**config.mk**
```make
export PLATFORM = sky130hd
export DESIGN_NAME = core_lsu_mem_arbiter
export DESIGN_NICKNAME = d
export VERILOG_FILES = /design/src/rtl/gridx_lsu_pkg.sv /design/src/rtl/core_lsu_mem_arbiter_rr_picker.sv /design/src/rtl/core_lsu_mem_arbiter.sv
export SDC_FILE = /design/constraint.sdc
export NUM_CORES = 1
export LEC_CHECK = 0
export CORE_MARGIN = 5
export CORE_UTILIZATION = 40
export CTS_BUF_LIST = sky130_fd_sc_hd__clkbuf_4 sky130_fd_sc_hd__clkbuf_8
export DETAILED_ROUTE_END_ITERATION = 16
export MAX_ROUTING_LAYER = met4
export PLACE_DENSITY_LB_ADDON = 0.2
export SYNTH_ARGS = -nofsm -noshare
export SYNTH_HDL_FRONTEND = slang
export SYNTH_HIERARCHICAL = 1
export SYNTH_SLANG_ARGS = --single-unit
```
**constraint.sdc**
```tcl
create_clock -name clk -period 3.2 [get_ports clk]
set_input_delay 0.48 -clock clk [delete_from_list [all_inputs] [get_ports clk]]
set_output_delay 0.48 -clock clk [all_outputs]
set_load 0.02 [all_outputs]
```
**src/rtl/gridx_lsu_pkg.sv**
```systemverilog
// Shared types and defaults for the core LSU-to-L1 memory arbiter.
package gridx_lsu_pkg;

    localparam int DEFAULT_ADDR_WIDTH = 15;
    localparam int DEFAULT_DATA_WIDTH = 8;

    typedef enum logic [1:0] {
        IDLE    = 2'd0,
        ISSUE   = 2'd1,
        WAIT    = 2'd2,
        RESPOND = 2'd3
    } lsu_arb_state_t;

    typedef enum logic {
        OP_READ  = 1'b0,
        OP_WRITE = 1'b1
    } lsu_op_t;

    // A single lane still needs a one-bit pointer.
    function automatic int ptr_width(input int n);
        return (n > 1) ? $clog2(n) : 1;
    endfunction

endpackage

```
**src/rtl/core_lsu_mem_arbiter_rr_picker.sv**
```systemverilog
// Combinational round-robin search: first eligible lane at or after ptr,
// wrapping modulo THREADS (also for non-power-of-two lane counts).
module rr_picker
    import gridx_lsu_pkg::*;
#(
    parameter int THREADS = 4,
    parameter int PTR_W   = ptr_width(THREADS)
) (
    input  logic [THREADS-1:0] eligible,
    input  logic [PTR_W-1:0]   ptr,
    output logic               found,
    output logic [PTR_W-1:0]   index
);

    // Scan lanes starting at the pointer; the first hit wins.
    always_comb begin
        int               cand;
        logic [PTR_W-1:0] cand_idx;
        found    = 1'b0;
        index    = ptr;
        cand     = 0;
        cand_idx = {PTR_W{1'b0}};
        for (int i = 0; i < THREADS; i++) begin
            cand     = (int'(ptr) + i) % THREADS;
            cand_idx = PTR_W'(cand);
            if (!found && eligible[cand_idx]) begin
                found = 1'b1;
                index = cand_idx;
            end else begin
                index = index;
            end
        end
    end

endmodule

```
**src/rtl/core_lsu_mem_arbiter.sv**
```systemverilog
// Round-robin arbiter from per-thread LSU lanes to the single-port L1.
// Optional watchdog on the L1 response: define CORE_LSU_ARB_TIMEOUT_EN.
module core_lsu_mem_arbiter
    import gridx_lsu_pkg::*;
#(
    parameter int THREADS        = 4,
    parameter int ADDR_WIDTH     = DEFAULT_ADDR_WIDTH,
    parameter int DATA_WIDTH     = DEFAULT_DATA_WIDTH,
    parameter int TIMEOUT_CYCLES = 16
) (
    input  logic                             clk,
    input  logic                             reset_n,
    input  logic [THREADS-1:0]               lsu_read_valid,
    input  logic [THREADS*ADDR_WIDTH-1:0]    lsu_read_address,
    input  logic [THREADS-1:0]               lsu_write_valid,
    input  logic [THREADS*ADDR_WIDTH-1:0]    lsu_write_address,
    input  logic [THREADS*DATA_WIDTH-1:0]    lsu_write_data,
    output logic [THREADS-1:0]               lsu_read_ready,
    output logic [THREADS*DATA_WIDTH-1:0]    lsu_read_data,
    output logic [THREADS-1:0]               lsu_write_ready,
    output logic                             mem_read_valid,
    output logic [ADDR_WIDTH-1:0]            mem_read_address,
    output logic                             mem_write_valid,
    output logic [ADDR_WIDTH-1:0]            mem_write_address,
    output logic [DATA_WIDTH-1:0]            mem_write_data,
`ifdef CORE_LSU_ARB_TIMEOUT_EN
    output logic                             mem_timeout_err,
`endif
    input  logic                             mem_read_ready,
    input  logic [DATA_WIDTH-1:0]            mem_read_data,
    input  logic                             mem_write_ready
);

    localparam int PTR_W = ptr_width(THREADS);

    lsu_arb_state_t    state_r;
    lsu_arb_state_t    next_state_s;
    lsu_op_t           op_r;
    logic [PTR_W-1:0]  lane_r;
    logic [PTR_W-1:0]  ptr_r;
    logic [THREADS-1:0] eligible_s;
    logic              found_s;
    logic [PTR_W-1:0]  pick_s;
    logic              match_s;
    logic              timeout_s;
    logic              done_s;
    logic              release_s;

    assign eligible_s = (lsu_read_valid | lsu_write_valid) & ~(lsu_read_ready | lsu_write_ready);
    assign match_s    = (op_r == OP_READ) ? mem_read_ready : mem_write_ready;
    assign done_s     = match_s | timeout_s;
    assign release_s  = (op_r == OP_READ) ? !lsu_read_valid[lane_r] : !lsu_write_valid[lane_r];

    rr_picker #(
        .THREADS (THREADS),
        .PTR_W   (PTR_W)
    ) u_rr_picker (
        .eligible (eligible_s),
        .ptr      (ptr_r),
        .found    (found_s),
        .index    (pick_s)
    );

`ifdef CORE_LSU_ARB_TIMEOUT_EN
    localparam int WD_W = $clog2(TIMEOUT_CYCLES + 1);
    logic [WD_W-1:0] wd_cnt_r;

    assign timeout_s = (state_r == WAIT) && !match_s && (wd_cnt_r == WD_W'(TIMEOUT_CYCLES - 1));

    // Counts consecutive WAIT cycles without the matching L1 ready.
    always_ff @(posedge clk or negedge reset_n) begin
        if (!reset_n) begin
            wd_cnt_r <= {WD_W{1'b0}};
        end else if ((state_r == WAIT) && !match_s) begin
            wd_cnt_r <= wd_cnt_r + WD_W'(1);
        end else begin
            wd_cnt_r <= {WD_W{1'b0}};
        end
    end

    // Sticky error flag, cleared only by reset.
    always_ff @(posedge clk or negedge reset_n) begin
        if (!reset_n) begin
            mem_timeout_err <= 1'b0;
        end else if (timeout_s) begin
            mem_timeout_err <= 1'b1;
        end else begin
            mem_timeout_err <= mem_timeout_err;
        end
    end
`else
    assign timeout_s = 1'b0;
`endif

    // FSM state register.
    always_ff @(posedge clk or negedge reset_n) begin
        if (!reset_n) begin
            state_r <= IDLE;
        end else begin
            state_r <= next_state_s;
        end
    end

    // FSM next-state logic.
    always_comb begin
        next_state_s = state_r;
        case (state_r)
            IDLE:    if (found_s)   next_state_s = ISSUE;   else next_state_s = IDLE;
            ISSUE:   next_state_s = WAIT;
            WAIT:    if (done_s)    next_state_s = RESPOND; else next_state_s = WAIT;
            RESPOND: if (release_s) next_state_s = IDLE;    else next_state_s = RESPOND;
            default: next_state_s = IDLE;
        endcase
    end

    // Grant latch, one-cycle L1 strobes, held LSU responses and pointer update.
    always_ff @(posedge clk or negedge reset_n) begin
        if (!reset_n) begin
            op_r              <= OP_READ;
            lane_r            <= {PTR_W{1'b0}};
            ptr_r             <= {PTR_W{1'b0}};
            mem_read_valid    <= 1'b0;
            mem_write_valid   <= 1'b0;
            mem_read_address  <= {ADDR_WIDTH{1'b0}};
            mem_write_address <= {ADDR_WIDTH{1'b0}};
            mem_write_data    <= {DATA_WIDTH{1'b0}};
            lsu_read_ready    <= {THREADS{1'b0}};
            lsu_write_ready   <= {THREADS{1'b0}};
            lsu_read_data     <= {(THREADS*DATA_WIDTH){1'b0}};
        end else begin
            mem_read_valid  <= 1'b0;
            mem_write_valid <= 1'b0;
            case (state_r)
                IDLE: begin
                    if (found_s) begin
                        lane_r <= pick_s;
                        // A lane asking for both gets its write served first.
                        if (lsu_write_valid[pick_s]) begin
                            op_r              <= OP_WRITE;
                            mem_write_valid   <= 1'b1;
                            mem_write_address <= lsu_write_address[pick_s*ADDR_WIDTH +: ADDR_WIDTH];
                            mem_write_data    <= lsu_write_data[pick_s*DATA_WIDTH +: DATA_WIDTH];
                        end else begin
                            op_r              <= OP_READ;
                            mem_read_valid    <= 1'b1;
                            mem_read_address  <= lsu_read_address[pick_s*ADDR_WIDTH +: ADDR_WIDTH];
                        end
                    end
                end
                WAIT: begin
                    if (done_s) begin
                        if (op_r == OP_READ) begin
                            lsu_read_ready[lane_r] <= 1'b1;
                            lsu_read_data[lane_r*DATA_WIDTH +: DATA_WIDTH] <=
                                timeout_s ? {DATA_WIDTH{1'b0}} : mem_read_data;
                        end else begin
                            lsu_write_ready[lane_r] <= 1'b1;
                        end
                    end
                end
                RESPOND: begin
                    if (release_s) begin
                        lsu_read_ready[lane_r]  <= 1'b0;
                        lsu_write_ready[lane_r] <= 1'b0;
                        ptr_r <= (lane_r == PTR_W'(THREADS - 1)) ? {PTR_W{1'b0}} : lane_r + PTR_W'(1);
                    end
                end
                default: begin
                    op_r <= op_r;
                end
            endcase
        end
    end

endmodule

```
-- Yosys cells after proc, flatten, opt, wreduce, memory -nomap -nowiden
Cells that the tools add are included.
- RAM bits: 0
- bits in read-only memories: 0
- memories kept: 0
- latch bits: 0
- flip-flop bits (word level): 87
- divide/modulo/power cells: 0
- bitwise operators: 11
- muxes and demuxes: 45
- reductions and logical operators: 18
- multipliers: 1
- equal/unequal tests: 8
- shift-type cells: 5
- magnitude comparators: 7
- add/sub/neg operators: 5
- operators by type and width (cell ; number):
    60-bit by 7-bit variable part select with 15-bit output ; 2
    5-bit negator with 34-bit output ; 1
    8-bit by 34-bit variable shift with 32-bit output (first input constant) ; 1
    8-bit by 34-bit variable part select with 32-bit output ; 1
    32-bit bitwise mux ; 1
    32-bit by 6-bit variable part select with 8-bit output ; 1
    4-bit two-way mux ; 6
    1-bit two-way mux ; 22
    2-bit by 3-bit < comparator with 1-bit output (second input constant) ; 6
    4-bit bitwise OR ; 4
    4-bit one-hot mux with 2 select lines ; 2
    1-bit binary-select mux with 2-bit select ; 7
    4-bit AND ; 3
    2-bit two-way mux ; 5
    3-bit AND reduction ; 3
    2-bit inequality test (second input constant) ; 4
    4-bit inverter ; 2
    2-bit one-hot mux with 4 select lines ; 1
    4-bit AND reduction ; 2
    2-bit == test (second input constant) ; 3
    2-bit by 4-bit multiplier with 6-bit output (second input constant) ; 1
    1-bit logical NOT ; 5
    2-bit by 1-bit adder with 2-bit output (second input constant) ; 2
    2-bit adder (second input constant) ; 2
    other kinds (8) ; 13

-- Logic depth before layout (Yosys ltp)
Gate-level depths: netlist of the first run.
- depth after elaboration: 20
- depth in mapped cells: 9

-- Modules after synthesis
The synthesis of the first run kept the hierarchy.
- modules (own cells, without submodules) (module ; cells an instance ; instances ; area an instance (µm²)):
    core_lsu_mem_arbiter ; 319 ; 1 ; 4430.5
    rr_picker ; 16 ; 1 ; 96.3

-- Worst setup path before layout of the first run
No wires, ideal clock.
- kind: flip-flop to flip-flop
- start point: reg with a tool-made name
- end point: reg mem_read_address[11]
- path slack: 367 ps
- stages on the path, launching flop included: 9
- path buffers: 2
- required time: 3072 ps
- library setup time: 128 ps
- arrival time: 2706 ps
- cells stage by stage: dfrtp_1 nor3_1 inv_1 a21o_1 a221oi_2 buf_4 buf_2 mux4_2 mux2_1
- RTL lines (item ; RTL line ; text):
    end signal: assignment ; core_lsu_mem_arbiter.sv:124 ; mem_read_address <= {ADDR_WIDTH{1'b0}};
    end signal: assignment ; core_lsu_mem_arbiter.sv:146 ; mem_read_address <= lsu_read_address[pick_s*ADDR_WIDTH +: ADDR_WIDTH];
    end: declaration ; core_lsu_mem_arbiter.sv:22 ; output logic [ADDR_WIDTH-1:0] mem_read_address,

-- Final worst setup path of the first run
- start point: in lsu_write_valid[3]
- end point: reg mem_write_data[2]
- cells in the longest elaborated chain, start to end: 17
- elaborated cells on any way between the ends: 27
- RTL lines (item ; RTL line ; text):
    start: declaration ; core_lsu_mem_arbiter.sv:15 ; input logic [THREADS-1:0] lsu_write_valid,
    4-bit bitwise OR * ; core_lsu_mem_arbiter.sv:49 ; assign eligible_s = (lsu_read_valid | lsu_write_valid) & ~(lsu_read_ready | lsu_write_ready);
    4-bit AND * ; core_lsu_mem_arbiter.sv:49 ;
    net eligible_s[3] ; core_lsu_mem_arbiter.sv:41 ; logic [THREADS-1:0] eligible_s;
    1-bit binary-select mux with 2-bit select ; core_lsu_mem_arbiter_rr_picker.sv:26 ; if (!found && eligible[cand_idx]) begin
    1-bit two-way mux (not written as such) ; core_lsu_mem_arbiter_rr_picker.sv:26 ;
    1-bit two-way mux ; core_lsu_mem_arbiter_rr_picker.sv:26 ;
    1-bit logical NOT ; core_lsu_mem_arbiter_rr_picker.sv:26 ;
    1-bit logical AND ; core_lsu_mem_arbiter_rr_picker.sv:26 ;
    1-bit two-way mux ; core_lsu_mem_arbiter_rr_picker.sv:26 ;
    1-bit logical NOT ; core_lsu_mem_arbiter_rr_picker.sv:26 ;
    1-bit logical AND ; core_lsu_mem_arbiter_rr_picker.sv:26 ;
    1-bit two-way mux ; core_lsu_mem_arbiter_rr_picker.sv:26 ;
    1-bit logical NOT ; core_lsu_mem_arbiter_rr_picker.sv:26 ;
    1-bit logical AND ; core_lsu_mem_arbiter_rr_picker.sv:26 ;
    2-bit two-way mux * ; core_lsu_mem_arbiter_rr_picker.sv:26 ;
    net pick_s[0] ; core_lsu_mem_arbiter.sv:43 ; logic [PTR_W-1:0] pick_s;
    parallel branches: the longest is 3 deep, another holds 32-bit by 6-bit variable part select with 8-bit output ; -- ;
    end signal: assignment ; core_lsu_mem_arbiter.sv:126 ; mem_write_data <= {DATA_WIDTH{1'b0}};
    end signal: assignment ; core_lsu_mem_arbiter.sv:142 ; mem_write_data <= lsu_write_data[pick_s*DATA_WIDTH +: DATA_WIDTH];
    end: declaration ; core_lsu_mem_arbiter.sv:25 ; output logic [DATA_WIDTH-1:0] mem_write_data,
Mark *: on every way through the listed nets, which the timed path passes. The select of a mux whose other input is x is not followed.
A chain may end at the register's enable or synchronous reset.

==> summary.json, run 1 <==
{
  "outcome": {"value": "completed"},
  "synthDistinctLibCells": {"value": 38},
  "pwr_density_cell": {"value": 1030, "unit": "nW/um2"},
  "detailedRoute.firstPassIterationCount": {"value": 4},
  "number_of_synthesized_register_bits": {"value": 87},
  "max_stage_delay": {"value": 590, "unit": "ps"},
  "finalClockSkew": {"value": 18.5, "unit": "ps"},
  "rows": {"value": 38},
  "drv_slew": {"value": 0},
  "clk_path_buf_depth": {"value": 2},
  "most-common-layout-cells": {"value": "250 x sky130_fd_sc_hd__clkdlybuf4s50_1, 87 x sky130_fd_sc_hd__dfrtp_1, 44 x sky130_fd_sc_hd__nand2_1"},
  "gp_congestion": {"value": 0.897},
  "reported_leakage_power": {"value": 0.00302, "unit": "uW"},
  "globalRoute.totalOverflow": {"value": 0},
  "drt_iter0_drc": {"value": 206},
  "num_io_pins": {"value": 252},
  "grt_start_max_net_pins": {"value": 88},
  "arrival": {"value": 3140, "unit": "ps"},
  "clk_transition_reported_paths": {"value": 100, "unit": "ps"},
  "fp.coreArea": {"value": 11000, "unit": "um2"},
  "synthCells": {"value": 335},
  "setup.worst_path.start_class": {"value": "primary input"},
  "timing_worst_slew_pin_value": {"value": 1100, "unit": "ps"},
  "fillerInstances": {"value": 815},
  "die_width": {"value": 116, "unit": "um"},
  "unrepaired_setup_endpoints_after_global_routing": {"value": "no"},
  "root_buffer": {"value": "sky130_fd_sc_hd__clkbuf_8"},
  "finalHoldViolations": {"value": 0},
  "die-height": {"value": 116, "unit": "um"},
  "dp_slack": {"value": -42.0, "unit": "ps"},
  "maximum_fanout_along_the_worst_path": {"value": 21},
  "cts.hold.buffers_added": {"value": 0},
  "tritoncts": {"value": "done"},
  "vdd_ir_drop_max": {"value": 0.000686, "unit": "V"},
  "synth_largest_type_area_fraction": {"value": 48.1, "unit": "%"},
  "cts_made_buffers": {"value": 9},
  "min_period": {"value": 2910, "unit": "ps"},
  "crit_type": {"value": "primary input to flip-flop"},
  "detailedPlacementHpwl": {"value": 12.0, "unit": "mm"},
  "final_critical_path_setup_slack": {"value": 289, "unit": "ps"},
  "die_area": {"value": 13500, "unit": "um2"},
  "drt-total-wl": {"value": 14.8, "unit": "mm"},
  "cpMaxStageDelayCell": {"value": "sky130_fd_sc_hd__mux4_2"},
  "seq_area_frac_synth": {"value": 48.1, "unit": "%"},
  "routed_via_density": {"value": 5.36},
  "cp_data_required_time": {"value": 3420, "unit": "ps"},
  "min-delay-path-class": {"value": "primary input to asynchronous set/reset pin"},
  "tns": {"value": 0, "unit": "ps"},
  "synth_largest_area_cell": {"value": "sky130_fd_sc_hd__dfrtp_1"},
  "finish.net_count": {"value": 766},
  "dpl.cell_count": {"value": 718},
  "setup_viol_count_final": {"value": 0},
  "grt_util_all_layers": {"value": 22.9, "unit": "%"},
  "synthToLayoutAreaGrowth": {"value": 65.1, "unit": "%"},
  "layout.cells.non_filler": {"value": 734},
  "final_common_cell": {"value": "sky130_fd_sc_hd__clkdlybuf4s50_1"},
  "post_drt_wl_per_cell": {"value": 20.1, "unit": "um"},
  "cp_cell_sequence": {"value": "clkdlybuf4s50_1 > nor2_1 > nor3_1 > inv_1 > a21o_1 > a221oi_4 > mux4_2 > nand3_2 > buf_12 > mux2_1"},
  "synthesis.area_per_instance": {"value": 13.5, "unit": "um2"},
  "number_of_antenna_violations_at_the_first_check_in_global_routing": {"value": 0},
  "worst_slew_margin_rel": {"value": 27.0, "unit": "%"},
  "postCtsSetupBuffers": {"value": 0},
  "effective_utilization_at_floorplan": {"value": 41.2, "unit": "%"},
  "tritoncts_num_sinks": {"value": 87},
  "antenna_cells_inserted": {"value": 0},
  "detail-route-antenna-nets": {"value": 0},
  "synthesis.yosys.warnings": {"value": 6},
  "total_vias_in_the_final_route": {"value": 3935},
  "timing.critical_path.to_type": {"value": "flip-flop"},
  "cts_resized": {"value": 0},
  "design_power_total": {"value": 7670, "unit": "uW"},
  "grt_first_pass_wirelength": {"value": 23.1, "unit": "mm"},
  "clk-insertion-delay-late": {"value": 360, "unit": "ps"},
  "finalHoldWorstSlack": {"value": 306, "unit": "ps"},
  "cts_htree_levels": {"value": 3},
  "grt_pass1_vias": {"value": 4408},
  "post-route-drc-count": {"value": 0},
  "synth.area.top_cells": {"value": "sky130_fd_sc_hd__dfrtp_1 48%, sky130_fd_sc_hd__mux4_2 19%, sky130_fd_sc_hd__mux2_1 7.0%"},
  "layout_worst_path_cycle_share": {"value": 91.0, "unit": "%"},
  "syn_std_cell_area": {"value": 4530, "unit": "um2"},
  "timing.fmax": {"value": 343, "unit": "MHz"},
  "buffer_ports.inserted": {"value": 251},
  "post_route_cells_drive_above_1_share": {"value": 15.5, "unit": "%"},
  "timing.max_cap.violations": {"value": 0},
  "syn_nets": {"value": 512}
}
critical path: cells and delay by family:
| family | cells | cell delay [ps] |
|---|---|---|
| mux | 2 | 930 |
| compound gates | 2 | 450 |
| buf+inv | 3 | 790 |
| simple gates | 3 | 480 |
per-stage QoR:
| stage | utilization [%] | area, um2 |
|---|---|---|
| 5_1_grt | 68.1 | 7470 |
| 2_1_floorplan | - | 4530 |
| 3_3_place_gp | 66.1 | 7260 |
| 4_1_cts | 68.1 | 7470 |
| 3_5_place_dp | 66.1 | 7260 |
| 6_report | 68.1 | 7470 |
final cells by class:
class,count,area (um2),share of cell area [%]
clock inverters,6,76.3,1.02
inverters,5,18.8,0.251
multi-input cells,225,2240,30.0
flip-flops and latches,87,2180,29.1
well taps,140,175,2.34
clock buffers,10,138,1.84
repair buffers,261,2650,35.4
per-layer routing:
layer	vias up	track usage, %	share of wire, %
met5	-	-	0
met4	0	7.58	2.5
met3	25	5.85	7.0
met2	177	40.2	53
met1	1968	25.4	37
li1	1765	-	-
cells in the mapped netlist:
master                      number
sky130_fd_sc_hd__a21oi_1        17
sky130_fd_sc_hd__nand3b_1        1
sky130_fd_sc_hd__dfrtp_1        87
sky130_fd_sc_hd__and4_1          1
sky130_fd_sc_hd__or3_1           1
sky130_fd_sc_hd__a31oi_1         1
sky130_fd_sc_hd__or3_4           1
sky130_fd_sc_hd__buf_6           2
sky130_fd_sc_hd__and4bb_2        1
sky130_fd_sc_hd__a2bb2oi_2       1
sky130_fd_sc_hd__mux4_2         39
sky130_fd_sc_hd__nor2b_1         1
sky130_fd_sc_hd__a21o_1          1
sky130_fd_sc_hd__mux2i_1         2
sky130_fd_sc_hd__buf_1           3
sky130_fd_sc_hd__a221oi_2        1
sky130_fd_sc_hd__nand2b_1        2
sky130_fd_sc_hd__mux2_4          2
sky130_fd_sc_hd__nor3_1          4
sky130_fd_sc_hd__nor3_2          1
sky130_fd_sc_hd__mux2_2         15
sky130_fd_sc_hd__nor2_1         12
sky130_fd_sc_hd__nand3_1         2
sky130_fd_sc_hd__and4bb_1        1
sky130_fd_sc_hd__a22o_1         16
sky130_fd_sc_hd__ha_1            5
sky130_fd_sc_hd__nand3_2         1
sky130_fd_sc_hd__nor2_4          1
sky130_fd_sc_hd__a31oi_4         1
sky130_fd_sc_hd__buf_4           4
sky130_fd_sc_hd__o21ai_0        19
sky130_fd_sc_hd__mux2_1         28
sky130_fd_sc_hd__nand2_1        45
sky130_fd_sc_hd__inv_1           5
sky130_fd_sc_hd__clkbuf_1        5
sky130_fd_sc_hd__nand4b_1        1
sky130_fd_sc_hd__buf_2           4
sky130_fd_sc_hd__and3_1          1
flip-flops by register name, summed over array words and instances (netlist names), named ones only:
| register | count |
|---|---|
| lsu_read_data | 32 |
| op_r | 1 |
| mem_read_valid | 1 |
| mem_read_address | 15 |
| state_r | 2 |
| mem_write_data | 8 |
| ptr_r | 2 |
| mem_write_valid | 1 |
| lane_r | 2 |
| mem_write_address | 15 |
path summary, 6_finish.rpt:
kind,depth (start not counted),start,end,slack (ps)
hold / removal,1,reset_n,mem_write_address[8],310
min in group clk,2,lsu_read_data[21],lsu_read_data[21],490
hold reg to reg,2,lsu_read_data[21],lsu_read_data[21],490
setup / recovery,10,lsu_write_valid[3],mem_write_data[2],290
setup reg to reg,8,flip-flop,mem_write_data[2],510
max in group asynchronous,1,reset_n,mem_read_address[10],2160
report_power, final:
part           switching, uW  internal, uW  leakage, uW
clock                    431           397     0.000109
combinational           2220          2640      0.00180
sequential               362          1620      0.00111
total                   3010          4660      0.00302
cell families after synthesis:
group / count (synthesis) / synth area share (%)
compound gates: 57 / 8.51
buf+inv: 23 / 2.68
simple gates: 77 / 8.13
flops: 87 / 48.1
fa+ha+maj: 5 / 1.38
mux: 86 / 31.2
No activity file was read; power rests on OpenSTA's default activity.
==> run 2, diff against run 1 <==
==> constraint.sdc (replaced) <==
create_clock -name clk -period 2.8 [get_ports clk]
set_input_delay 0.42 -clock clk [delete_from_list [all_inputs] [get_ports clk]]
set_output_delay 0.42 -clock clk [all_outputs]
set_load 0.02 [all_outputs]
==> run 2 against run 1 <==
Net effect:
- core utilization is 1.9 points higher
- global-route usage is 0.43 points lower
- hold slack worse by 45 ps
- design area is 2.8% higher
- non-clock buffer count is 15 higher
- critical path depth is 2 lower
- sequential share of layout area is 0.80 points lower
- total power is 17% higher
- critical endpoint is now mem_read_address[0]
==> summary.json, run 2 (synthesis gave the netlist of run 1 again) <==
{
  "cts_htree_levels": {"value": 3},
  "drv_slew": {"value": 0},
  "layout.cells.non_filler": {"value": 750},
  "root_buffer": {"value": "sky130_fd_sc_hd__clkbuf_8"},
  "tritoncts": {"value": "done"},
  "clk-insertion-delay-late": {"value": 350, "unit": "ps"},
  "grt_util_all_layers": {"value": 22.5, "unit": "%"},
  "tritoncts_num_sinks": {"value": 87},
  "detailedRoute.firstPassIterationCount": {"value": 4},
  "clk_transition_reported_paths": {"value": 90, "unit": "ps"},
  "finish.instance_area": {"value": 7690, "unit": "um2"},
  "final_common_cell": {"value": "sky130_fd_sc_hd__clkdlybuf4s50_1"},
  "most-common-layout-cells": {"value": "242 x sky130_fd_sc_hd__clkdlybuf4s50_1, 87 x sky130_fd_sc_hd__dfrtp_1, 44 x sky130_fd_sc_hd__nand2_1"},
  "min-delay-path-class": {"value": "primary input to asynchronous set/reset pin"},
  "design_power_total": {"value": 8970, "unit": "uW"},
  "final_critical_path_setup_slack": {"value": 88.5, "unit": "ps"},
  "routed_via_density": {"value": 5.22},
  "outcome": {"value": "completed"},
  "vdd_ir_drop_max": {"value": 0.000631, "unit": "V"},
  "register_with_the_highest_flop_count": {"value": "lsu_read_data"},
  "rows": {"value": 38},
  "largest_registers": {"value": "lsu_read_data x32, mem_read_address x15, mem_write_address x15"},
  "cts_made_buffers": {"value": 9},
  "dp_slack": {"value": -464, "unit": "ps"},
  "setup_viol_count_final": {"value": 0},
  "grt_start_max_net_pins": {"value": 88},
  "effective_utilization_at_floorplan": {"value": 41.2, "unit": "%"},
  "die_width": {"value": 116, "unit": "um"},
  "timing_worst_slew_pin_value": {"value": 1070, "unit": "ps"},
  "drt-total-wl": {"value": 15.0, "unit": "mm"},
  "min_period": {"value": 2710, "unit": "ps"},
  "post-route-drc-count": {"value": 0},
  "reported_leakage_power": {"value": 0.00319, "unit": "uW"},
  "timing.max_cap.violations": {"value": 0},
  "total_vias_in_the_final_route": {"value": 3918},
  "worst_slew_margin_rel": {"value": 28.8, "unit": "%"},
  "post_drt_wl_per_cell": {"value": 20.0, "unit": "um"},
  "setup.worst_path.start_class": {"value": "flip-flop"},
  "detailed_place.area": {"value": 7310, "unit": "um2"},
  "synthToLayoutAreaGrowth": {"value": 69.8, "unit": "%"},
  "pwr_density_cell": {"value": 1170, "unit": "nW/um2"},
  "detail-route-antenna-nets": {"value": 0},
  "detailedPlacementHpwl": {"value": 11.9, "unit": "mm"},
  "globalRoute.totalOverflow": {"value": 0},
  "layout_worst_path_cycle_share": {"value": 96.8, "unit": "%"},
  "clk_path_buf_depth": {"value": 2},
  "finalHoldWorstSlack": {"value": 261, "unit": "ps"},
  "gp_congestion": {"value": 0.764},
  "die-height": {"value": 116, "unit": "um"},
  "cp_data_required_time": {"value": 3040, "unit": "ps"},
  "max_stage_delay": {"value": 620, "unit": "ps"},
  "crit_type": {"value": "flip-flop to flip-flop"},
  "post_route_cells_drive_above_1_share": {"value": 18.9, "unit": "%"},
  "num_io_pins": {"value": 252},
  "cp_cell_sequence": {"value": "nor3_2 > inv_1 > a21o_1 > a221oi_4 > mux4_2 > nor2_4 > clkbuf_16 > mux2_2"},
  "fp.coreArea": {"value": 11000, "unit": "um2"},
  "maximum_fanout_along_the_worst_path": {"value": 8},
  "crit_buf_inv": {"value": 2},
  "number_of_antenna_violations_at_the_first_check_in_global_routing": {"value": 1},
  "buffer_ports.inserted": {"value": 251},
  "die_area": {"value": 13500, "unit": "um2"},
  "grt_pass1_vias": {"value": 4439},
  "grt_first_pass_wirelength": {"value": 22.6, "unit": "mm"},
  "timing.critical_path.to_type": {"value": "flip-flop"},
  "worst_path_dominant_cell_family": {"value": "multiplexers"},
  "timing.fmax": {"value": 369, "unit": "MHz"},
  "dpl.cell_count": {"value": 726},
  "cpMaxStageDelayCell": {"value": "sky130_fd_sc_hd__mux4_2"},
  "finalClockSkew": {"value": 13.6, "unit": "ps"},
  "finalHoldViolations": {"value": 0},
  "largest_register_ffs": {"value": 32},
  "arrival": {"value": 2950, "unit": "ps"},
  "drt_iter0_drc": {"value": 252},
  "finish.net_count": {"value": 781}
}
[run 2: cell count changes in the layout (fill, tap and decap cells not counted), sizes merged]
cell,change
buf,+12
clkdlybuf4s50,-8
diode,+1
clkbuf,+3
clkinv,+1
dlymetal6s2s,+8
inv,-2
clkinvlp,+1
[run 2: worst reg2reg max path, stage by stage, from the launching register on]
cell and delay (ps):
sky130_fd_sc_hd__dfrtp_1 420, sky130_fd_sc_hd__nor3_2 250, sky130_fd_sc_hd__inv_1 80, sky130_fd_sc_hd__a21o_1 200, sky130_fd_sc_hd__a221oi_4 320, sky130_fd_sc_hd__mux4_2 620
sky130_fd_sc_hd__nor2_4 200, sky130_fd_sc_hd__clkbuf_16 190, sky130_fd_sc_hd__mux2_2 340
[run 2: repair_timing]
action	in CTS	in global routing
buffers inserted	1	3
gates resized for setup	5	12
pin swaps	0	9
hold buffers	0	0
endpoints found under the setup margin	38	38
cloned	0	3
[run 2: through the flow]
step	util [%]	setup TNS [ps]
5_1_grt	70.0	-10.3
6_report	70.0	0
3_5_place_dp	66.5	-16840
4_1_cts	68.7	0
3_3_place_gp	66.5	-13750
2_1_floorplan	-	0
[run 2: per-layer routing]
layer,up-vias,wire (um),GRT usage [%]
met5,-,0,-
met4,0,312,5.88
met3,23,902,5.08
met2,171,8310,40.5
met1,1928,5500,25.1
li1,1796,-,-
[run 2: path summary, 6_finish.rpt]
kind                             startpoint             endpoint  slack [ps]  depth (start not counted)
max                               flip-flop  mem_read_address[0]          90                          8
min                                 reset_n    lsu_read_data[26]         260                          1
max reg2reg                       flip-flop  mem_read_address[0]          90                          8
min reg2reg                lsu_read_data[6]     lsu_read_data[6]         490                          2
max in group asynchronous           reset_n    mem_write_data[4]        1860                          1
min in group clk           lsu_read_data[6]     lsu_read_data[6]         490                          2
[run 2: final cells by class]
type	count	area [um2]
diodes	1	2.50
clock buffers	10	138
clock inverters	6	68.8
fillers	827	3300
inverters	5	18.8
multi-input cells	225	2290
flip-flops and latches	87	2180
well taps	140	175
repair buffers	276	2820
[run 2: power breakdown]
group,internal [uW],switching (uW)
logic,3190,2590
registers,1850,436
clock network,442,462
total,5490,3490
